## src/rtl/digit_serial_adder_pkg.sv

```systemverilog
// Shared types and helpers for the digit-serial adder: FSM state encoding and a
// constant clog2 used to size the digit counter.
package adder_pkg;

    typedef enum logic [1:0] {
        ST_IDLE = 2'd0,
        ST_BUSY = 2'd1,
        ST_DONE = 2'd2
    } state_e;

    function automatic int clog2(input int value);
        int result;
        result = 0;
        while ((1 << result) < value) begin
            result++;
        end
        return result;
    endfunction

endpackage

```

## src/rtl/digit_serial_adder_if.sv

```systemverilog
// Operand/result handshake bundle for the digit-serial adder. The producer and
// consumer side (master) drives operands and out_ready; the adder (slave) answers.
interface digit_serial_adder_if #(
    parameter int WIDTH = 16
) ();

    logic             in_valid;
    logic             in_ready;
    logic [WIDTH-1:0] a;
    logic [WIDTH-1:0] b;
    logic             ci;
    logic             out_valid;
    logic             out_ready;
    logic [WIDTH-1:0] s;
    logic             co;
    logic             ovf;

    modport master (
        output in_valid, a, b, ci, out_ready,
        input  in_ready, out_valid, s, co, ovf
    );

    modport slave (
        input  in_valid, a, b, ci, out_ready,
        output in_ready, out_valid, s, co, ovf
    );

endinterface

```

## src/rtl/digit_serial_adder_fa_digit.sv

```systemverilog
// Combinational DIGIT-bit ripple of full-adder cells. msb_cin is the carry into
// the top cell, needed by the caller to derive signed overflow.
module fa_digit #(
    parameter int DIGIT = 4
) (
    input  logic [DIGIT-1:0] a,
    input  logic [DIGIT-1:0] b,
    input  logic             ci,
    output logic [DIGIT-1:0] s,
    output logic             co,
    output logic             msb_cin
);

    logic carry;

    // A loop-carried variable keeps the ripple free of a self-referencing vector.
    always_comb begin
        s       = '0;
        carry   = ci;
        msb_cin = ci;
        for (int i = 0; i < DIGIT; i++) begin
            if (i == DIGIT - 1) begin
                msb_cin = carry;
            end
            s[i]  = a[i] ^ b[i] ^ carry;
            carry = (a[i] & b[i]) | (carry & (a[i] ^ b[i]));
        end
        co = carry;
    end

endmodule

```

## src/rtl/digit_serial_adder.sv

```systemverilog
// Multi-cycle adder: a + b + ci computed DIGIT bits per clock through fa_digit,
// with carry-out, signed overflow and valid/ready flow control on both sides.
module digit_serial_adder
    import adder_pkg::*;
#(
    parameter int WIDTH = 16,
    parameter int DIGIT = 4
) (
    input  logic                clk,
    input  logic                rst_n,
    digit_serial_adder_if.slave bus
);

    localparam int NUM_DIGITS = WIDTH / DIGIT;
    localparam int CNT_W      = (clog2(NUM_DIGITS) < 1) ? 1 : clog2(NUM_DIGITS);
    localparam logic [CNT_W-1:0] LAST_COUNT = CNT_W'(NUM_DIGITS - 1);

    if (WIDTH < 1 || DIGIT < 1 || DIGIT > WIDTH || (WIDTH % DIGIT) != 0) begin : g_bad_params
        $error("digit_serial_adder: DIGIT must divide WIDTH and lie in 1..WIDTH");
    end

    state_e             state_q, state_d;
    logic [WIDTH-1:0]   a_sh_q, a_sh_d;
    logic [WIDTH-1:0]   b_sh_q, b_sh_d;
    logic [WIDTH-1:0]   sum_q, sum_d;
    logic               carry_q, carry_d;
    logic [CNT_W-1:0]   count_q, count_d;
    logic [WIDTH-1:0]   s_q, s_d;
    logic               co_q, co_d;
    logic               ovf_q, ovf_d;

    logic [DIGIT-1:0]       dig_s;
    logic                   dig_co;
    logic                   dig_msb_cin;
    logic [WIDTH+DIGIT-1:0] sum_cat;
    logic [WIDTH-1:0]       sum_shifted;

    fa_digit #(.DIGIT(DIGIT)) u_fa_digit (
        .a       (a_sh_q[DIGIT-1:0]),
        .b       (b_sh_q[DIGIT-1:0]),
        .ci      (carry_q),
        .s       (dig_s),
        .co      (dig_co),
        .msb_cin (dig_msb_cin)
    );

    // Digits enter from the MSB end so the sum is aligned after the last digit;
    // the concatenation keeps the slice legal when DIGIT equals WIDTH.
    assign sum_cat     = {dig_s, sum_q};
    assign sum_shifted = sum_cat[WIDTH+DIGIT-1:DIGIT];

    always_comb begin
        state_d = state_q;
        a_sh_d  = a_sh_q;
        b_sh_d  = b_sh_q;
        sum_d   = sum_q;
        carry_d = carry_q;
        count_d = count_q;
        s_d     = s_q;
        co_d    = co_q;
        ovf_d   = ovf_q;
        unique case (state_q)
            ST_IDLE: begin
                if (bus.in_valid) begin
                    a_sh_d  = bus.a;
                    b_sh_d  = bus.b;
                    carry_d = bus.ci;
                    count_d = '0;
                    state_d = ST_BUSY;
                end
            end
            ST_BUSY: begin
                a_sh_d  = a_sh_q >> DIGIT;
                b_sh_d  = b_sh_q >> DIGIT;
                sum_d   = sum_shifted;
                carry_d = dig_co;
                count_d = count_q + CNT_W'(1);
                if (count_q == LAST_COUNT) begin
                    s_d     = sum_shifted;
                    co_d    = dig_co;
                    ovf_d   = dig_msb_cin ^ dig_co;
                    state_d = ST_DONE;
                end
            end
            ST_DONE: begin
                if (bus.out_ready) begin
                    state_d = ST_IDLE;
                end
            end
            default: state_d = ST_IDLE;
        endcase
    end

    always_ff @(posedge clk) begin
        if (!rst_n) begin
            state_q <= ST_IDLE;
            a_sh_q  <= '0;
            b_sh_q  <= '0;
            sum_q   <= '0;
            carry_q <= 1'b0;
            count_q <= '0;
            s_q     <= '0;
            co_q    <= 1'b0;
            ovf_q   <= 1'b0;
        end else begin
            state_q <= state_d;
            a_sh_q  <= a_sh_d;
            b_sh_q  <= b_sh_d;
            sum_q   <= sum_d;
            carry_q <= carry_d;
            count_q <= count_d;
            s_q     <= s_d;
            co_q    <= co_d;
            ovf_q   <= ovf_d;
        end
    end

    assign bus.in_ready  = (state_q == ST_IDLE);
    assign bus.out_valid = (state_q == ST_DONE);
    assign bus.s         = s_q;
    assign bus.co        = co_q;
    assign bus.ovf       = ovf_q;

endmodule
```

## src/flat_wrapper.sv

```systemverilog
// flat-port wrapper written by rule: the top's interface ports become plain ports
module digit_serial_adder_flat import adder_pkg::*;
#(
    parameter int WIDTH = 16,
    parameter int DIGIT = 4
)
  (clk, rst_n, bus_in_valid, bus_a, bus_b, bus_ci, bus_out_ready, bus_in_ready, bus_out_valid, bus_s, bus_co, bus_ovf);
  digit_serial_adder_if #(.WIDTH(WIDTH)) bus_i ();
  input  logic clk;
  input  logic rst_n;
  input wire logic [$bits(bus_i.in_valid)-1:0] bus_in_valid;
  input wire logic [$bits(bus_i.a)-1:0] bus_a;
  input wire logic [$bits(bus_i.b)-1:0] bus_b;
  input wire logic [$bits(bus_i.ci)-1:0] bus_ci;
  input wire logic [$bits(bus_i.out_ready)-1:0] bus_out_ready;
  output wire logic [$bits(bus_i.in_ready)-1:0] bus_in_ready;
  output wire logic [$bits(bus_i.out_valid)-1:0] bus_out_valid;
  output wire logic [$bits(bus_i.s)-1:0] bus_s;
  output wire logic [$bits(bus_i.co)-1:0] bus_co;
  output wire logic [$bits(bus_i.ovf)-1:0] bus_ovf;
  assign bus_i.in_valid = bus_in_valid;
  assign bus_i.a = bus_a;
  assign bus_i.b = bus_b;
  assign bus_i.ci = bus_ci;
  assign bus_i.out_ready = bus_out_ready;
  assign bus_in_ready = bus_i.in_ready;
  assign bus_out_valid = bus_i.out_valid;
  assign bus_s = bus_i.s;
  assign bus_co = bus_i.co;
  assign bus_ovf = bus_i.ovf;
  digit_serial_adder #(.WIDTH(WIDTH), .DIGIT(DIGIT)) u_core (.clk(clk), .rst_n(rst_n), .bus(bus_i));
endmodule
```

## config.mk

```make
export PLATFORM = sky130hd
export DESIGN_NAME = digit_serial_adder_flat
export DESIGN_NICKNAME = d
export VERILOG_FILES = /design/src/rtl/digit_serial_adder_pkg.sv /design/src/rtl/digit_serial_adder_if.sv /design/src/rtl/digit_serial_adder_fa_digit.sv /design/src/rtl/digit_serial_adder.sv /design/src/flat_wrapper.sv
export SDC_FILE = /design/constraint.sdc
export NUM_CORES = 1
export LEC_CHECK = 0
export ABC_AREA = 1
export BUFFER_PORTS_ARGS = -buffer_cell sky130_fd_sc_hd__buf_2
export CORE_UTILIZATION = 59
export DETAILED_ROUTE_END_ITERATION = 16
export PLACE_DENSITY = 0.95
export SLEW_MARGIN = 20
export SYNTH_ARGS = -nofsm -noshare
export SYNTH_HDL_FRONTEND = slang
export SYNTH_SLANG_ARGS = --single-unit
```

## constraint.sdc

```tcl
create_clock -name clk -period 4.41 [get_ports clk]
set_input_delay 0.882 -clock clk [delete_from_list [all_inputs] [get_ports clk]]
set_output_delay 0.882 -clock clk [all_outputs]
set_load 0.05 [all_outputs]
```

==> run summary, run 1 <==
result of the run: finished clean
accumulated negative setup slack: 0 ns
buffers plus inverters on the worst setup path: 1
category of cells accounting for the largest share of critical-path delay: flip-flops
initial core utilization: 63.0%
Initial DRT Pass Iterations: 5
count of hold-fix buffers inserted at cts: 0
power per standard cell area: 402 mW/mm^2
total nets after synthesis: 457
most frequent cells in the layout: sky130_fd_sc_hd__dfxtp_1 (67), sky130_fd_sc_hd__nand3_1 (62), sky130_fd_sc_hd__nor2_1 (61), sky130_fd_sc_hd__nand2_1 (56), sky130_fd_sc_hd__buf_2 (56)
RePlAce Congestion: 0.773
number of synthesized register bits: 67
transition time at the pin with the least slew margin: 0.750 ns
initial antenna violation count: 0
Clock Root Buffer: sky130_fd_sc_hd__clkbuf_8
top layer reached by signal wires: met4
Critical Path Start: u_core.state_q[0]
clock tree from TritonCTS: done
clock buffer depth: 2
fill cell count: 410
highest attainable clock frequency: 400 MHz
total clock sinks: 67
met3 WL post-DR: 406 um
Routed Wire Length: 6620 um
total number of nets in the final design: 498
mean routed wirelength per cell: 12.5 um
final routed DRC violation total: 0
number of standard-cell rows in the floorplan: 25
Reg-to-Reg Start: u_core.state_q[0]
Mean Syn Cell Area: 7.36 sq um
Post-Syn Area: 0.00306 sq mm
kind of end point of the critical path: primary output
sequential-to-total area share from yosys stat: 43.9%
Sequential cell area: 0.00134 sq mm
Max Transition Viols Final: 0
area fraction in and, or, nand and nor cells after synthesis: 29.3%
synthesized-area fraction occupied by adder cells: 3.03%
final setup slack of the worst path: 1.91 ns
Place WS: 2.12 ns
Worst VDD drop: 313 uV
cell count after synthesis: 415
series of cell instances along the critical path: nor2_2, buf_2
unrepaired setup endpoints after global routing: false
dominant combinational cell family by area after synthesis: simple AND/OR/NAND/NOR gates
multiplexer share of the synthesized area: 0%
max-cap check violation count: 0
Max-Slew Margin vs Limit: 50.0%
slowest library cell on the worst path: sky130_fd_sc_hd__dfxtp_1
Setup Fix Bufs, Post-CTS: 0
latest clock arrival within the worst-skew pair: 0.35 ns
critical-path maximum fanout: 21
DR vias: 2776
largest net degree at the start of global routing: 61
area share of the largest cell type after synthesis: 43.9%
area of the core region: 0.00485 sq mm
number of global-route vias before repair: 2569
Area growth, synth to finish: 13.0%
Detailed Place HPWL: 4240 um
cell type with the largest total area after synthesis: sky130_fd_sc_hd__dfxtp_1
Tightest Hold Check Type: reg2reg
Boundary Pins: 57
floorplan die height: 74.0 um
Resized Gates After CTS: 0
category of the critical setup timing path: reg2out
endpoint required time on the critical path: 3.53 ns
total of warnings raised by yosys: 0
grt total ovfl: 0
Clock Pin Slew Worst Setup and Hold Paths: 0.07 ns
static leakage power: 1.65 nW
commonest non-fill, non-tap cell in the layout: sky130_fd_sc_hd__dfxtp_1
count of final hold-check violations: 0
routed length on met1: 2750 um
clock period minus final worst setup slack: 2.50 ns
sum of met2 wire segment lengths after detailed routing: 3230 um
htree depth: 3
count of nets left with antenna violations after detail routing: 0
origin of the worst min-delay path: u_core.bus.s[4]
# diodes: 0
crit path launch type: register
WP data arrival: 1.62 ns
via density per instance: 5.26
share of final-layout standard cells stronger than drive strength 1: 19.1%
final setup violation count: 0
fin crit share: 56.6%
Synth Area in Compound Gates: 10.6%
wire length of the first global-routing pass: 11300 um
number of buffers added on ports: 56
maximum cell stage delay along the critical path: 0.81 ns
Post-Synth XOR/XNOR Area: 0.287%
largest cells by area after synthesis: sky130_fd_sc_hd__dfxtp_1 (44%), sky130_fd_sc_hd__nand3_1 (10%), sky130_fd_sc_hd__nor2_1 (7.5%), sky130_fd_sc_hd__nand2_1 (6.9%), sky130_fd_sc_hd__inv_1 (6.8%)
number of DRC markers after the initial detailed-route iteration: 234
Multi-input gate area: 0.00132 sq mm
Total Die Area: 0.00547 sq mm
CTS buffer count: 9
number of distinct standard cells referenced by the synthesized netlist: 23
worst setup skew after layout: 0.00823 ns
die width: 74.0 um
global-route total usage across every layer: 27.3%
per-stage QoR:
stage | area, sq um | hold WS [ns] | power, W | utilization, % | cells
floorplan | 3060 | 0.428 | 0.000811 | - | 415
global placement | 3240 | 0.445 | 0.000838 | 66.9 | 512
detailed placement | 3240 | 0.452 | 0.000846 | 66.9 | 512
CTS | 3450 | 0.464 | 0.00139 | 71.2 | 528
global route | 3450 | 0.478 | 0.00145 | 71.2 | 528
finish | 3450 | 0.460 | 0.00139 | 71.2 | 528
where the power goes:
group | internal, W | switching, W
combinational | 0.0000620 | 0.000106
clock | 0.000317 | 0.000235
sequential | 0.000641 | 0.0000273
state kept, by name, indices dropped and copies added (netlist names):
register	count
u_core.a_sh_q	16
u_core.b_sh_q	16
u_core.bus.s	16
u_core.sum_q	12
u_core.count_q	2
u_core.state_q	2
u_core.bus.co	1
u_core.bus.ovf	1
u_core.carry_q	1
Yosys cell counts:
master                     instances
sky130_fd_sc_hd__buf_8             1
sky130_fd_sc_hd__fa_1              4
sky130_fd_sc_hd__ha_1              1
sky130_fd_sc_hd__dfxtp_1          67
sky130_fd_sc_hd__buf_1             2
sky130_fd_sc_hd__nor2_2            1
sky130_fd_sc_hd__xnor2_1           1
sky130_fd_sc_hd__a21oi_1          39
sky130_fd_sc_hd__inv_1            55
sky130_fd_sc_hd__nand2_4           2
sky130_fd_sc_hd__nand2_1          56
sky130_fd_sc_hd__nand3_2           9
sky130_fd_sc_hd__buf_4             7
sky130_fd_sc_hd__buf_6             4
sky130_fd_sc_hd__nand2_2           1
sky130_fd_sc_hd__o21ai_0          22
sky130_fd_sc_hd__nor2_1           61
sky130_fd_sc_hd__clkbuf_1          4
sky130_fd_sc_hd__nand3_1          62
sky130_fd_sc_hd__inv_2             3
sky130_fd_sc_hd__buf_2             8
sky130_fd_sc_hd__nor2_8            1
sky130_fd_sc_hd__o21ai_1           4
routing by layer:
metal	vias to the layer above	GRT usage, %
met3	25	8.94
met4	0	12.0
met2	105	45.4
met1	1258	32.2
met5	-	0
li1	1388	-
worst reg2reg max path: cells and delay by family (launching register included):
kind / cells / cell delay (ns)
buffers and inverters: 2 / 0.58
flip-flops: 1 / 0.81
AND/OR/NAND/NOR: 4 / 0.89
cell type report:
class,count,share of cell area [%]
clock buffer,11,3.80
clock inverter,5,2.25
multi-input combinational,264,38.3
timing repair buffer,56,8.12
sequential,67,38.8
inverter,58,6.30
tap,67,2.43
path summary, 6_finish.rpt:
| path | endpoint | slack, ns | cells past startpoint |
|---|---|---|---|
| setup reg to reg | u_core.a_sh_q[5] | 2.08 | 6 |
| setup / recovery | bus_in_ready | 1.91 | 2 |
| hold / removal | u_core.bus.s[4] | 0.46 | 2 |
| hold reg to reg | u_core.bus.s[4] | 0.46 | 2 |
kinds of logic after synthesis:
group / count (synthesis)
flip-flops: 67
adder cells (fa/ha/maj): 5
XOR/XNOR: 1
buffers and inverters: 84
AND/OR/NAND/NOR: 193
AO/OA/AOI/OAI: 65
(Power assumes the default switching activity.)
==> inputs of run 2 (changes only) <==
--- a/config.mk
+++ b/config.mk
@@ -7,9 +7,9 @@
 export LEC_CHECK = 0
 export ABC_AREA = 1
 export BUFFER_PORTS_ARGS = -buffer_cell sky130_fd_sc_hd__buf_2
-export CORE_UTILIZATION = 59
+export CORE_UTILIZATION = 50
 export DETAILED_ROUTE_END_ITERATION = 16
-export PLACE_DENSITY = 0.95
+export PLACE_DENSITY = 0.87
 export SLEW_MARGIN = 20
 export SYNTH_ARGS = -nofsm -noshare
 export SYNTH_HDL_FRONTEND = slang
==> constraint.sdc (replaced) <==
create_clock -name clk -period 2.2 [get_ports clk]
set_input_delay 0.44 -clock clk [delete_from_list [all_inputs] [get_ports clk]]
set_output_delay 0.44 -clock clk [all_outputs]
set_load 0.05 [all_outputs]
==> run summary, run 2 (synthesis gave the netlist of run 1 again) <==
Routed Wire Length: 6630 um
max-cap check violation count: 0
static leakage power: 1.67 nW
transition time at the pin with the least slew margin: 0.448 ns
cell seen most often among critical-path stages: sky130_fd_sc_hd__fa_2
Detailed Place HPWL: 4200 um
crit path launch type: register
Final Instance Area: 0.00351 sq mm
clock tree from TritonCTS: done
slowest library cell on the worst path: sky130_fd_sc_hd__fa_2
clock period minus final worst setup slack: 2.13 ns
mean routed wirelength per cell: 12.3 um
endpoint required time on the critical path: 2.43 ns
Max-Slew Margin vs Limit: 70.1%
cell area reported after detailed placement: 0.00329 sq mm
highest attainable clock frequency: 469 MHz
critical-path maximum fanout: 3
post-route insts no fill: 540
Worst R2R Path Depth: 10
total number of nets in the final design: 504
WP data arrival: 2.37 ns
largest net degree at the start of global routing: 42
origin of the worst min-delay path: bus_a[13]
wire length of the first global-routing pass: 10600 um
Area growth, synth to finish: 14.8%
via density per instance: 5.08
endpoint of the worst-slack reg-to-reg timing path: u_core.bus.ovf
worst setup slack for register-to-register paths: 0.07 ns
Total Die Area: 0.00643 sq mm
number of cells traversed by the worst hold path: 3
RePlAce Congestion: 0.785
most frequent cells in the layout: sky130_fd_sc_hd__dfxtp_1 (64), sky130_fd_sc_hd__nand3_1 (62), sky130_fd_sc_hd__nor2_1 (61), sky130_fd_sc_hd__nand2_1 (56), sky130_fd_sc_hd__buf_2 (56)
accumulated negative setup slack: 0 ns
category of the critical setup timing path: reg2reg
latest clock arrival within the worst-skew pair: 0.34 ns
Reg-to-Reg Start: u_core.a_sh_q[0]
count of final hold-check violations: 0
Boundary Pins: 57
Worst VDD drop: 360 uV
share of final-layout standard cells stronger than drive strength 1: 22.6%
worst hold path endpoint: u_core.a_sh_q[13]
final routed DRC violation total: 0
number of global-route vias before repair: 2492
floorplan die height: 80.2 um
Initial DRT Pass Iterations: 4
count of nets left with antenna violations after detail routing: 0
result of the run: finished clean
CTS buffer count: 9
unrepaired setup endpoints after global routing: true
fin crit share: 96.9%
initial core utilization: 51.6%
Tightest Hold Check Type: in2reg
Clock Pin Slew Worst Setup and Hold Paths: 0.07 ns
clock buffer depth: 2
number of standard-cell rows in the floorplan: 28
power per standard cell area: 755 mW/mm^2
maximum cell stage delay along the critical path: 0.42 ns
commonest non-fill, non-tap cell in the layout: sky130_fd_sc_hd__dfxtp_1
initial antenna violation count: 0
Min Hold Slack: 0.342 ns
series of cell instances along the critical path: fa_2, inv_2, fa_2, inv_2, fa_2, inv_2, fa_2, xnor2_2, nor2_1, nor2_1
area of the core region: 0.00592 sq mm
final setup violation count: 0
die width: 80.2 um
placed cell count: 525
global-route total usage across every layer: 21.8%
DR vias: 2742
kind of end point of the critical path: register
total clock sinks: 67
final setup slack of the worst path: 0.0683 ns
Clock Root Buffer: sky130_fd_sc_hd__clkbuf_8
number of DRC markers after the initial detailed-route iteration: 110
count of hold-fix buffers inserted at cts: 0
worst setup skew after layout: 0.00800 ns
number of buffers added on ports: 56
# diodes: 0
grt total ovfl: 0
htree depth: 3
Max Transition Viols Final: 0
Place WS: 0.0347 ns
==> run 2: changes by cell type in the layout (fill, tap and decap cells not counted), moves of 2 or more <==
cell / delta
sky130_fd_sc_hd__inv_2: +3
sky130_fd_sc_hd__clkinv_2: -2
sky130_fd_sc_hd__clkbuf_8: +4
sky130_fd_sc_hd__bufinv_16: -2
sky130_fd_sc_hd__fa_1: -4
sky130_fd_sc_hd__dfxtp_1: -3
sky130_fd_sc_hd__dfxtp_2: +3
sky130_fd_sc_hd__buf_4: +6
sky130_fd_sc_hd__fa_2: +4
sky130_fd_sc_hd__inv_1: -3
sky130_fd_sc_hd__clkbuf_1: -2
==> run 2: stage by stage <==
step / total power [W] / utilization, %
2_1_floorplan: 0.00163 / -
3_3_place_gp: 0.00169 / 55.6
3_5_place_dp: 0.00170 / 55.6
4_1_cts: 0.00265 / 58.7
5_1_grt: 0.00277 / 59.2
6_report: 0.00265 / 59.2
==> run 2: what timing repair did <==
action / in CTS / in global routing
buffers inserted: 0 / 1
endpoints found under the setup margin: 0 / 4
resized for setup: 0 / 13
==> run 2: final cells by class <==
| type | instances | area (sq um) |
|---|---|---|
| Tap cell | 75 | 93.8 |
| Inverter | 58 | 218 |
| Fill cell | 552 | 2410 |
| Sequential cell | 67 | 1350 |
| Clock inverter | 1 | 7.51 |
| Multi-Input combinational cell | 264 | 1340 |
| Clock buffer | 13 | 179 |
| Timing Repair Buffer | 62 | 325 |
==> run 2: critical path: cells and delay by family (launching register included) <==
family | cells | cell delay, ns
adders and majority gates | 4 | 1.21
xor gates and xnor gates | 1 | 0.15
and+or+nand+nor | 2 | 0.16
buffers and inverters | 3 | 0.15
DFF | 1 | 0.35
==> run 2: power by group <==
group          switching (W)  internal [W]
sequential         0.0000486       0.00129
clock               0.000439      0.000520
combinational       0.000219      0.000134
==> run 2: layer usage <==
| layer | wire length, um | global-route usage, % |
|---|---|---|
| met3 | 356 | 4.66 |
| met2 | 3180 | 39.1 |
| met1 | 2890 | 23.9 |
| met4 | 192 | 11.4 |
| met5 | 0 | 0 |
==> run 2: worst max path at each step <==
stage / from / end / depth (start not counted)
2_1_floorplan: u_core.carry_q / u_core.bus.s[15] / 10
3_3_place_gp: u_core.carry_q / u_core.bus.s[15] / 10
3_5_place_dp: u_core.carry_q / u_core.bus.s[15] / 10
4_1_cts: u_core.carry_q / u_core.bus.s[15] / 10
5_1_grt: u_core.a_sh_q[0] / u_core.bus.s[15] / 10
6_report: u_core.a_sh_q[0] / u_core.bus.ovf / 10
